===== src/rtl/ccff_loader_pkg.sv =====
// ccff_loader_pkg: shared types and constants for the configuration-chain
// loader and its CRC helper.
//   ld_state_e : loader FSM states (IDLE, LOAD, DONE)
//   CRC_POLY   : CRC-16-CCITT polynomial (non-reflected)
//   CRC_INIT   : CRC seed loaded at the start of every load
//   ceil_div   : number of WORD_W words needed to cover CHAIN_LEN bits
package ccff_loader_pkg;

  typedef enum logic [1:0] {
    IDLE = 2'd0,
    LOAD = 2'd1,
    DONE = 2'd2
  } ld_state_e;

  localparam logic [15:0] CRC_POLY = 16'h1021;
  localparam logic [15:0] CRC_INIT = 16'hFFFF;

  function automatic int ceil_div(input int num, input int den);
    return (num + den - 1) / den;
  endfunction

endpackage


===== src/rtl/ccff_crc16_serial.sv =====
// ccff_crc16_serial: bit-serial CRC-16-CCITT (MSB-first, no reflection,
// no final XOR). Shared by the loader and the readback checker.
//   clk, rst_n : clock, asynchronous active-low reset (crc -> CRC_INIT)
//   clr        : reload CRC_INIT (wins over en)
//   en         : fold bit_in into the CRC on this edge
//   bit_in     : serial data bit
//   crc        : current CRC register
module ccff_crc16_serial
  import ccff_loader_pkg::*;
(
  input  logic        clk,
  input  logic        rst_n,
  input  logic        clr,
  input  logic        en,
  input  logic        bit_in,
  output logic [15:0] crc
);

  logic [15:0] crc_q, crc_d;
  logic        fb;

  always_comb begin
    crc_d = crc_q;
    fb    = crc_q[15] ^ bit_in;
    if (clr)
      crc_d = CRC_INIT;
    else if (en)
      crc_d = {crc_q[14:0], 1'b0} ^ (fb ? CRC_POLY : 16'h0000);
  end

  always_ff @(posedge clk or negedge rst_n) begin
    if (!rst_n) crc_q <= CRC_INIT;
    else        crc_q <= crc_d;
  end

  assign crc = crc_q;

endmodule


===== src/rtl/ccff_bitstream_loader.sv =====
// ccff_bitstream_loader: serialises configuration words onto a tile column's
// configuration chain (ccff) and CRCs the bits falling out of the chain tail
// so the previous contents can be read back.
//   prog_clk, prog_rst_n : configuration clock, async active-low reset
//   start, abort         : begin a load (IDLE only) / cancel a load (LOAD only)
//   cfg_data/valid/ready : word stream, bit 0 shifted first
//   ccff_head            : serial bit presented to the chain head
//   ccff_shift_en        : chain prog_clk gate enable for this cycle
//   ccff_tail            : bit leaving the chain tail (sampled on shift edges)
//   busy, done, aborted  : load status; done/aborted are one-cycle pulses
//   bit_count            : bits shifted in the current/last load
//   readback_crc         : CRC-16-CCITT over captured tail bits
module ccff_bitstream_loader
  import ccff_loader_pkg::*;
#(
  parameter int CHAIN_LEN = 36,
  parameter int WORD_W    = 8
) (
  input  logic              prog_clk,
  input  logic              prog_rst_n,
  input  logic              start,
  input  logic              abort,
  input  logic [WORD_W-1:0] cfg_data,
  input  logic              cfg_valid,
  output logic              cfg_ready,
  output logic              ccff_head,
  output logic              ccff_shift_en,
  input  logic              ccff_tail,
  output logic              busy,
  output logic              done,
  output logic              aborted,
  output logic [15:0]       bit_count,
  output logic [15:0]       readback_crc
);

  localparam int WORDS     = ceil_div(CHAIN_LEN, WORD_W);
  localparam int WCW       = $clog2(WORDS) + 1;
  localparam int BLW       = $clog2(WORD_W + 1);
  localparam int LAST_BITS = CHAIN_LEN - (WORDS - 1) * WORD_W;

  localparam logic [WCW-1:0] WORDS_C     = WCW'(WORDS);
  localparam logic [WCW-1:0] LAST_WORD_C = WCW'(WORDS - 1);
  localparam logic [BLW-1:0] LAST_BITS_C = BLW'(LAST_BITS);
  localparam logic [BLW-1:0] FULL_BITS_C = BLW'(WORD_W);
  localparam logic [BLW-1:0] ONE_BIT_C   = BLW'(1);
  localparam logic [15:0]    LAST_CNT_C  = 16'(CHAIN_LEN - 1);

  ld_state_e         state_q, state_d;
  logic [WORD_W-1:0] shreg_q, shreg_d;
  logic              shreg_vld_q, shreg_vld_d;
  logic [BLW-1:0]    bits_left_q, bits_left_d;   // used bits left in shreg, incl. bit 0
  logic [WCW-1:0]    word_cnt_q, word_cnt_d;
  logic [15:0]       bit_count_q, bit_count_d;
  logic              ccff_head_q, ccff_head_d;
  logic              ccff_shift_en_q, ccff_shift_en_d;
  logic              busy_q, busy_d;
  logic              done_q, done_d;
  logic              aborted_q, aborted_d;

  logic start_go, shift, accept;

  // Ready when the buffer is empty or is about to give up its last used bit,
  // which lets a new word slide in behind the final shift with no bubble.
  always_comb begin
    cfg_ready = (state_q == LOAD) && (word_cnt_q < WORDS_C) &&
                (!shreg_vld_q || (bits_left_q == ONE_BIT_C));
  end

  always_comb begin
    start_go = (state_q == IDLE) && start;
    // abort wins over both the shift and the word hand-off
    shift    = (state_q == LOAD) && shreg_vld_q && !abort;
    accept   = cfg_ready && cfg_valid && !abort;
  end

  always_comb begin
    state_d     = state_q;
    shreg_d     = shreg_q;
    shreg_vld_d = shreg_vld_q;
    bits_left_d = bits_left_q;
    word_cnt_d  = word_cnt_q;
    bit_count_d = bit_count_q;
    aborted_d   = 1'b0;

    unique case (state_q)
      IDLE: begin
        if (start) begin
          state_d     = LOAD;
          bit_count_d = '0;
          word_cnt_d  = '0;
          shreg_vld_d = 1'b0;
        end
      end
      LOAD: begin
        if (abort) begin
          state_d     = IDLE;
          aborted_d   = 1'b1;
          shreg_vld_d = 1'b0;
        end else begin
          if (shift) begin
            bit_count_d = bit_count_q + 16'd1;
            shreg_d     = shreg_q >> 1;
            bits_left_d = bits_left_q - ONE_BIT_C;
            if (bits_left_q == ONE_BIT_C) shreg_vld_d = 1'b0;
          end
          if (accept) begin
            shreg_d     = cfg_data;
            shreg_vld_d = 1'b1;
            // final word only contributes the bits that still fit the chain
            bits_left_d = (word_cnt_q == LAST_WORD_C) ? LAST_BITS_C : FULL_BITS_C;
            word_cnt_d  = word_cnt_q + 1'b1;
          end
          if (shift && (bit_count_q == LAST_CNT_C)) begin
            state_d     = DONE;
            shreg_vld_d = 1'b0;
          end
        end
      end
      DONE: state_d = IDLE;
      default: state_d = IDLE;
    endcase

    // Registered outputs describe the cycle after this edge, so the chain
    // sees head and gate together one cycle after a word is taken.
    ccff_shift_en_d = (state_d == LOAD) && shreg_vld_d;
    ccff_head_d     = ccff_shift_en_d ? shreg_d[0] : ccff_head_q;
    busy_d          = (state_d == LOAD);
    done_d          = (state_d == DONE);
  end

  always_ff @(posedge prog_clk or negedge prog_rst_n) begin
    if (!prog_rst_n) begin
      state_q         <= IDLE;
      shreg_q         <= '0;
      shreg_vld_q     <= 1'b0;
      bits_left_q     <= '0;
      word_cnt_q      <= '0;
      bit_count_q     <= '0;
      ccff_head_q     <= 1'b0;
      ccff_shift_en_q <= 1'b0;
      busy_q          <= 1'b0;
      done_q          <= 1'b0;
      aborted_q       <= 1'b0;
    end else begin
      state_q         <= state_d;
      shreg_q         <= shreg_d;
      shreg_vld_q     <= shreg_vld_d;
      bits_left_q     <= bits_left_d;
      word_cnt_q      <= word_cnt_d;
      bit_count_q     <= bit_count_d;
      ccff_head_q     <= ccff_head_d;
      ccff_shift_en_q <= ccff_shift_en_d;
      busy_q          <= busy_d;
      done_q          <= done_d;
      aborted_q       <= aborted_d;
    end
  end

  // Tail bit is captured on the same edges the chain advances.
  ccff_crc16_serial u_crc (
    .clk    (prog_clk),
    .rst_n  (prog_rst_n),
    .clr    (start_go),
    .en     (shift),
    .bit_in (ccff_tail),
    .crc    (readback_crc)
  );

  assign ccff_head     = ccff_head_q;
  assign ccff_shift_en = ccff_shift_en_q;
  assign busy          = busy_q;
  assign done          = done_q;
  assign aborted       = aborted_q;
  assign bit_count     = bit_count_q;

endmodule


===== config.mk =====
export PLATFORM = sky130hd
export DESIGN_NAME = ccff_bitstream_loader
export DESIGN_NICKNAME = d
export VERILOG_FILES = /design/src/rtl/ccff_loader_pkg.sv /design/src/rtl/ccff_crc16_serial.sv /design/src/rtl/ccff_bitstream_loader.sv
export SDC_FILE = /design/constraint.sdc
export NUM_CORES = 1
export LEC_CHECK = 0
export BUFFER_PORTS_ARGS = -buffer_cell sky130_fd_sc_hd__buf_4
export CORE_MARGIN = 2
export CORE_UTILIZATION = 40
export CTS_BUF_LIST = sky130_fd_sc_hd__clkbuf_8
export CTS_CLUSTER_DIAMETER = 60
export CTS_CLUSTER_SIZE = 28
export DETAILED_ROUTE_END_ITERATION = 10
export SYNTH_ARGS = -nofsm -noshare
export SYNTH_HDL_FRONTEND = slang
export SYNTH_SLANG_ARGS = --single-unit

===== constraint.sdc =====
create_clock -name prog_clk -period 5.3 [get_ports prog_clk]
set_input_delay 0.265 -clock prog_clk [delete_from_list [all_inputs] [get_ports prog_clk]]
set_output_delay 0.265 -clock prog_clk [all_outputs]
set_load 0.02 [all_outputs]

==> impl_metrics.json, run 1 <==
{
  "grt_max_degree": 57,
  "synth_top_family_by_area": "simple AND/OR/NAND/NOR gates",
  "netlist-cell-type-count": 53,
  "antenna_cells": 0,
  "ys_async_sr_fraction": 1.000,
  "cts_resized": 0,
  "core_um2": 6386,
  "end_kind": "register",
  "fp.dieH_um": 85.70,
  "drive_gt1_frac": 0.2843,
  "grt_use_met1": 0.2238,
  "worst_slack_ps": 2925,
  "die_area_um2": 7344,
  "vias_per_cell": 5.287,
  "cts_buffers": 5,
  "initial_utilization": 0.4181,
  "die_w_um": 85.70,
  "top_usage_layer": "met2",
  "fmax_mhz": 421.1,
  "clockBufferDepth": 2,
  "nets": 318,
  "synth_xor_area_frac": 0.04920,
  "synthCells": 249,
  "grt_first_pass_wirelength_um": 9121,
  "switching_power_w": 0.0002968,
  "ys_ff_latch": 56,
  "final_cells": 376,
  "gr-total-overflow": 0,
  "clock_sinks": 56,
  "status": "complete, but fails checks",
  "antenna_found_initial": 0,
  "pwr-share-comb": 0.201,
  "period_needed_ps": 2375,
  "yosys_warnings": 0,
  "yosys-mux-area-fraction": 0.01546,
  "worst_pin_slew_ps": 1068,
  "cp-start-kind": "register",
  "synthSimpleGateAreaFrac": 0.1860,
  "hp-class": "in2async",
  "synth_nets": 269,
  "critical_path_class": "reg2reg",
  "setup_tns_ps": 0,
  "grt.total_usage": 0.1567,
  "ys_seq_area_frac": 0.5323,
  "first_pass_iters": 4,
  "synth_area_um2": 2670,
  "use_met2": 0.2294,
  "multi_input_area_um2": 1149,
  "holdBufCountCts": 0,
  "numPortBuffers": 51,
  "hold_viol": 8,
  "p_leak_nw": 1.453,
  "postPlaceCellArea_um2": 3102,
  "grt_pass1_vias": 1849,
  "cts_setup_buffers": 0,
  "synth_edf_count": 0,
  "placed_cells": 368,
  "io_pins": 52,
  "synth_compound_area_frac": 0.1514,
  "gr-usage-met3": 0.03850,
  "drt-initial-drc-count": 94,
  "finalClockSkew_ps": 13.61,
  "syn_to_final_growth_pct": 20.20,
  "ant_nets": 0,
  "critPathMaxFanout": 25,
  "arrival_ps": 2550,
  "clk_pin_slew_ps": 100,
  "hpwl_um": 3797,
  "wl_per_cell_um": 14.65,
  "clk_latency_ps": 310,
  "h-tree-depth": 2,
  "fillCellCount": 590,
  "dp_slack_ps": 2904,
  "switching_share": 0.2923,
  "fin_crit_sh": 0.4480,
  "final_area_um2": 3209,
  "cts_tree": "yes",
  "slew_headroom": 0.2839,
  "synthFlopType": "dfrtp_1",
  "cap_violations": 0,
  "register_area_um2": 1421,
  "slew_violations": 0,
  "gp_congestion": 0.7390,
  "intPower_w": 0.0007184,
  "hold_ws_ps": -11.16,
  "drc": 0,
  "synth_fa_ha_area_frac": 0.02812,
  "power.density_nw_per_um2": 316.3,
  "wirelength_um": 5510,
  "seqPwrFrac": 0.528,
  "postSynthAreaPerCell_um2": 10.72,
  "via_count": 1988,
  "root_buffer": "clkbuf_8",
  "p_clk_frac": 0.271,
  "ir_drop_mv": 0.1690,
  "setup_viol": 0,
  "violations": "negative hold slack",
  "critPathRequiredTime_ps": 5480,
  "grt_setup_unrepaired": "false",
  "row_count": 29
}
[cells in the final DEF (no fill, tap or decap), drive strengths merged, types with 2 or more instances in the layout]
cell | netlist | final
nand2 | 16 | 16
o21ai | 6 | 6
mux2i | 3 | 3
xor2 | 7 | 7
or3 | 4 | 4
a21oi | 15 | 15
a211o | 2 | 2
o22a | 15 | 15
o22ai | 7 | 7
ha | 6 | 6
o211ai | 2 | 2
nor3b | 4 | 4
buf | 5 | 51
dfstp | 16 | 16
nor2b | 2 | 2
and3 | 3 | 3
inv | 14 | 15
o31ai | 2 | 2
nand3 | 8 | 8
and4 | 3 | 3
nor3 | 2 | 2
dfrtp | 40 | 40
clkbuf | 4 | 5
nand4 | 4 | 4
nand2b | 3 | 3
nor4 | 4 | 4
xnor2 | 8 | 8
nor2 | 29 | 29
[state kept, by name, summed over array words and instances, names as in the netlist]
name,flops
bit_count,16
u_crc.crc,16
shreg_q,8
bits_left_q,4
word_cnt_q,4
state_q,2
aborted,1
busy,1
ccff_head,1
ccff_shift_en,1
done,1
shreg_vld_q,1
[synthesized netlist by cell type, types with 6 or more instances]
cell type / number / area (um2)
a21oi_1: 15 / 75.07
nand2_1: 15 / 56.30
xor2_1: 7 / 61.31
dfrtp_1: 40 / 1001
ha_1: 6 / 75.07
nand3_1: 8 / 40.04
xnor2_1: 8 / 70.07
inv_1: 14 / 52.55
o22ai_1: 7 / 43.79
o22a_1: 15 / 131.4
dfstp_2: 16 / 420.4
nor2_1: 29 / 108.9
[power groups by stage]
stage          clock network [W]  logic (W)  registers, W
2_1_floorplan                  0   0.000132      0.000548
3_3_place_gp                   0   0.000204      0.000542
3_5_place_dp                   0   0.000208      0.000544
4_1_cts                 0.000283   0.000209      0.000537
5_1_grt                 0.000303   0.000234      0.000545
6_report                0.000275   0.000204      0.000536
[per-layer routing]
metal | wire length (um) | vias to the layer above
li1 | - | 986
met1 | 2722 | 956
met2 | 2473 | 36
met3 | 217 | 10
met4 | 97 | 0
met5 | 0 | -
[cell families after synthesis]
kind of cell | count (synthesis)
xor+xnor | 15
mux | 4
fa+ha+maj | 6
buf+inv | 23
compound gates | 56
simple gates | 89
flops | 56
[stage by stage]
stage,hold slack (ps),util,total power (W)
global placement,361.9,0.4857,0.0007466
CTS,21.12,0.5025,0.001029
detailed placement,367.0,0.4857,0.0007517
floorplan,-30.59,-,0.0006805
global route,38.14,0.5025,0.001082
finish,-11.16,0.5025,0.001015
[area by class of cell]
type | count | area share
clock inverter | 3 | 0.01209
clock buffer | 5 | 0.02144
multi-input combinational | 170 | 0.3579
sequential | 56 | 0.4429
timing repair buffer | 51 | 0.1193
tap | 77 | 0.03002
inverter | 14 | 0.01637
[worst max-delay path, stage by stage, from the launching register on]
cell and delay [ps]:
dfrtp_1 460, nand4bb_1 940, nor4_1 600, xnor2_1 170, a21oi_1 80
[path summary, 6_finish.rpt]
kind	startpoint	to	slack, ps	depth (start not counted)
max in group asynchronous	prog_rst_n	aborted$_DFF_PN0_	4840	1
worst min-delay path	prog_rst_n	shreg_q[3]$_DFFE_PN0P_	-10	1
worst max-delay path	state_q[1]$_DFF_PN0_	bits_left_q[3]$_DFFE_PN0P_	2930	4
min in group prog_clk	cfg_data[7]	shreg_q[7]$_DFFE_PN0P_	160	3
worst min register to register	u_crc.crc[12]$_DFFE_PN1P_	u_crc.crc[12]$_DFFE_PN1P_	520	2
worst max register to register	state_q[1]$_DFF_PN0_	bits_left_q[3]$_DFFE_PN0P_	2930	4
No activity file was read; power rests on OpenSTA's default activity.
==> inputs of run 2 (changes only) <==
--- a/config.mk
+++ b/config.mk
@@ -5,6 +5,7 @@
 export SDC_FILE = /design/constraint.sdc
 export NUM_CORES = 1
 export LEC_CHECK = 0
+export ABC_AREA = 1
 export BUFFER_PORTS_ARGS = -buffer_cell sky130_fd_sc_hd__buf_4
 export CORE_MARGIN = 2
 export CORE_UTILIZATION = 40
==> constraint.sdc (replaced) <==
create_clock -name prog_clk -period 2.5 [get_ports prog_clk]
set_input_delay 0.125 -clock prog_clk [delete_from_list [all_inputs] [get_ports prog_clk]]
set_output_delay 0.125 -clock prog_clk [all_outputs]
set_load 0.02 [all_outputs]
==> impl_metrics.json, run 2 <==
{
  "status": "complete, no violations",
  "synth_edf_count": 0,
  "p_leak_nw": 1.765,
  "nets": 427,
  "synth_common_cells": "85 x nand2_1, 51 x inv_1, 40 x dfrtp_1, 33 x nand3_1, 29 x nor2_1",
  "cp_cell_sequence": "nor2_8 -> nand3_4 -> inv_2 -> nand3_2 -> nand3_1 -> o21ai_0",
  "path_buf_inv": 1,
  "synth_xor_area_frac": 0.01799,
  "cts_setup_buffers": 0,
  "critical_path_class": "reg2reg",
  "grt_max_degree": 57,
  "clockBufferDepth": 2,
  "root_buffer": "clkbuf_8",
  "hold_end": "shreg_q[6]$_DFFE_PN0P_",
  "ys_seq_area_frac": 0.4865,
  "clock_sinks": 56,
  "setup_viol": 0,
  "initial_utilization": 0.4071,
  "synth_area_leaders": "dfrtp_1 34%, dfstp_2 14%, nand2_1 11%, inv_1 6.6%, nand3_1 5.7%",
  "end_kind": "register",
  "ir_drop_mv": 0.2238,
  "finalPower_w": 0.002063,
  "fillCellCount": 733,
  "clk_pin_slew_ps": 110,
  "fin_crit_sh": 0.7659,
  "placed_cells": 498,
  "holdBufCountCts": 1,
  "arrival_ps": 2110,
  "synthSimpleGateAreaFrac": 0.2839,
  "ys_async_sr_fraction": 1.000,
  "final_common_cell": "nand2_1",
  "critPathRequiredTime_ps": 2700,
  "synth_top_family_by_area": "simple AND/OR/NAND/NOR gates",
  "hp-class": "in2reg",
  "r2r_cells": 6,
  "synthFlopType": "dfrtp_1",
  "hpwl_um": 4777,
  "synth_fa_ha_area_frac": 0.02570,
  "grt_setup_unrepaired": "false",
  "yosys_warnings": 0,
  "grt_first_pass_wirelength_um": 11200,
  "power.density_nw_per_um2": 594.9,
  "vias_per_cell": 4.955,
  "hp-start": "cfg_data[6]",
  "slowest_stage": "dfrtp_1",
  "drive_gt1_frac": 0.2206,
  "die_w_um": 89.46,
  "worst_pin_slew_ps": 706.4,
  "cts_buffers": 5,
  "fp.dieH_um": 89.46,
  "netlist-cell-type-count": 32,
  "grt_pass1_vias": 2368,
  "first_pass_iters": 4,
  "slew_headroom": 0.5290,
  "hold_viol": 0,
  "wirelength_um": 6615,
  "yosys-mux-area-fraction": 0,
  "synth_nets": 377,
  "h-tree-depth": 2,
  "regToRegSetupSlack_ps": 590,
  "cts_tree": "yes",
  "critPathMaxFanout": 24,
  "antenna_cells": 0,
  "syn_to_final_growth_pct": 18.72,
  "final_cells": 507,
  "core_um2": 7176,
  "io_pins": 52,
  "synthCells": 357,
  "drt-initial-drc-count": 184,
  "gr-total-overflow": 0,
  "setup_tns_ps": 0,
  "numPortBuffers": 51,
  "clk_latency_ps": 310,
  "critPathMaxStageDelay_ps": 470,
  "synth_top_area_frac": 0.3426,
  "final_cell_mix": "85 x nand2_1, 51 x inv_1, 51 x buf_4",
  "antenna_found_initial": 0,
  "gp_congestion": 0.8823,
  "synth.most_common_cell": "nand2_1",
  "holdPathStages": 3,
  "reg2reg_from": "state_q[1]$_DFF_PN0_",
  "row_count": 31,
  "drc": 0,
  "via_count": 2512,
  "ant_nets": 0,
  "fmax_mhz": 522.3,
  "period_needed_ps": 1915,
  "wl_per_cell_um": 13.05,
  "cp-start-kind": "register",
  "crit_family": "simple AND/OR/NAND/NOR gates",
  "synth_compound_area_frac": 0.09293,
  "r2r_end": "shreg_vld_q$_DFF_PN0_",
  "synth_largest_area_cell": "dfrtp_1",
  "postSynthAreaPerCell_um2": 8.184,
  "slew_violations": 0,
  "cap_violations": 0,
  "cts_resized": 0,
  "grt.total_usage": 0.1772,
  "ys_ff_latch": 56,
  "finalClockSkew_ps": 6.009,
  "synth_area_um2": 2922,
  "die_area_um2": 8003
}
run 2: cell count changes after synthesis, moves of 11 or more:
cell	previous run	this run
inv_1	14	51
nand3_1	8	33
nand2_1	15	85
o22a_1	15	0
a22oi_1	0	11
nand4_1	4	16
o21ai_0	5	18
run 2: logic make-up after synthesis:
group / after synthesis
AND/OR/NAND/NOR: 179
buffers and inverters: 64
flip-flops: 56
AO/OA/AOI/OAI: 46
XOR/XNOR: 6
adder cells (fa/ha/maj): 6
run 2: worst max path at each step:
| stage | to | cells after the start | startpoint | slack, ps |
|---|---|---|---|---|
| finish | shreg_vld_q$_DFF_PN0_ | 6 | state_q[1]$_DFF_PN0_ | 590 |
| global route | bit_count[4]$_DFFE_PN0P_ | 7 | state_q[1]$_DFF_PN0_ | 390 |
| floorplan | bit_count[14]$_DFFE_PN0P_ | 7 | bit_count[0]$_DFFE_PN0P_ | 970 |
| detailed placement | shreg_vld_q$_DFF_PN0_ | 6 | state_q[1]$_DFF_PN0_ | 560 |
| global placement | shreg_vld_q$_DFF_PN0_ | 6 | state_q[1]$_DFF_PN0_ | 580 |
| CTS | shreg_vld_q$_DFF_PN0_ | 6 | state_q[1]$_DFF_PN0_ | 540 |
run 2: routing by layer:
metal  share of wire  up-vias  track usage
met4          0.0095        0      0.04613
li1                -     1260            -
met3           0.048        6      0.02678
met1            0.49     1177       0.2681
met2            0.46       69       0.2653
met5               0        -            0
run 2: worst register-to-register path: stages (launching register included):
cell and delay (ps):
dfrtp_1 470, nor2_8 280, nand3_4 180, inv_2 360
nand3_2 240, nand3_1 180, o21ai_0 100
run 2: through the flow:
step	cell area [um2]	util	setup WS, ps	hold WS, ps
after global routing	3468	0.4833	388.6	62.30
after detailed placement	3363	0.4687	556.1	224.9
after floorplan	2922	-	974.4	-170.6
after CTS	3468	0.4833	536.9	38.83
after global placement	3363	0.4687	581.7	226.3
final	3468	0.4833	585.3	44.65
run 2: area by class of cell:
| class | instances | area, um2 | share of cell area |
|---|---|---|---|
| sequential | 56 | 1421 | 0.4098 |
| clock inverter | 3 | 26.28 | 0.007576 |
| timing repair buffer | 52 | 392.9 | 0.1133 |
| inverter | 55 | 206.4 | 0.05952 |
| tap | 99 | 123.9 | 0.03571 |
| clock buffer | 5 | 68.82 | 0.01984 |
| multi-input combinational | 237 | 1229 | 0.3543 |
run 2: power by group:
group          switching, W  leakage [nW]  internal [W]
registers         0.0000885         0.702       0.00101
clock network      0.000311        0.0491      0.000207
logic              0.000276          1.01      0.000167
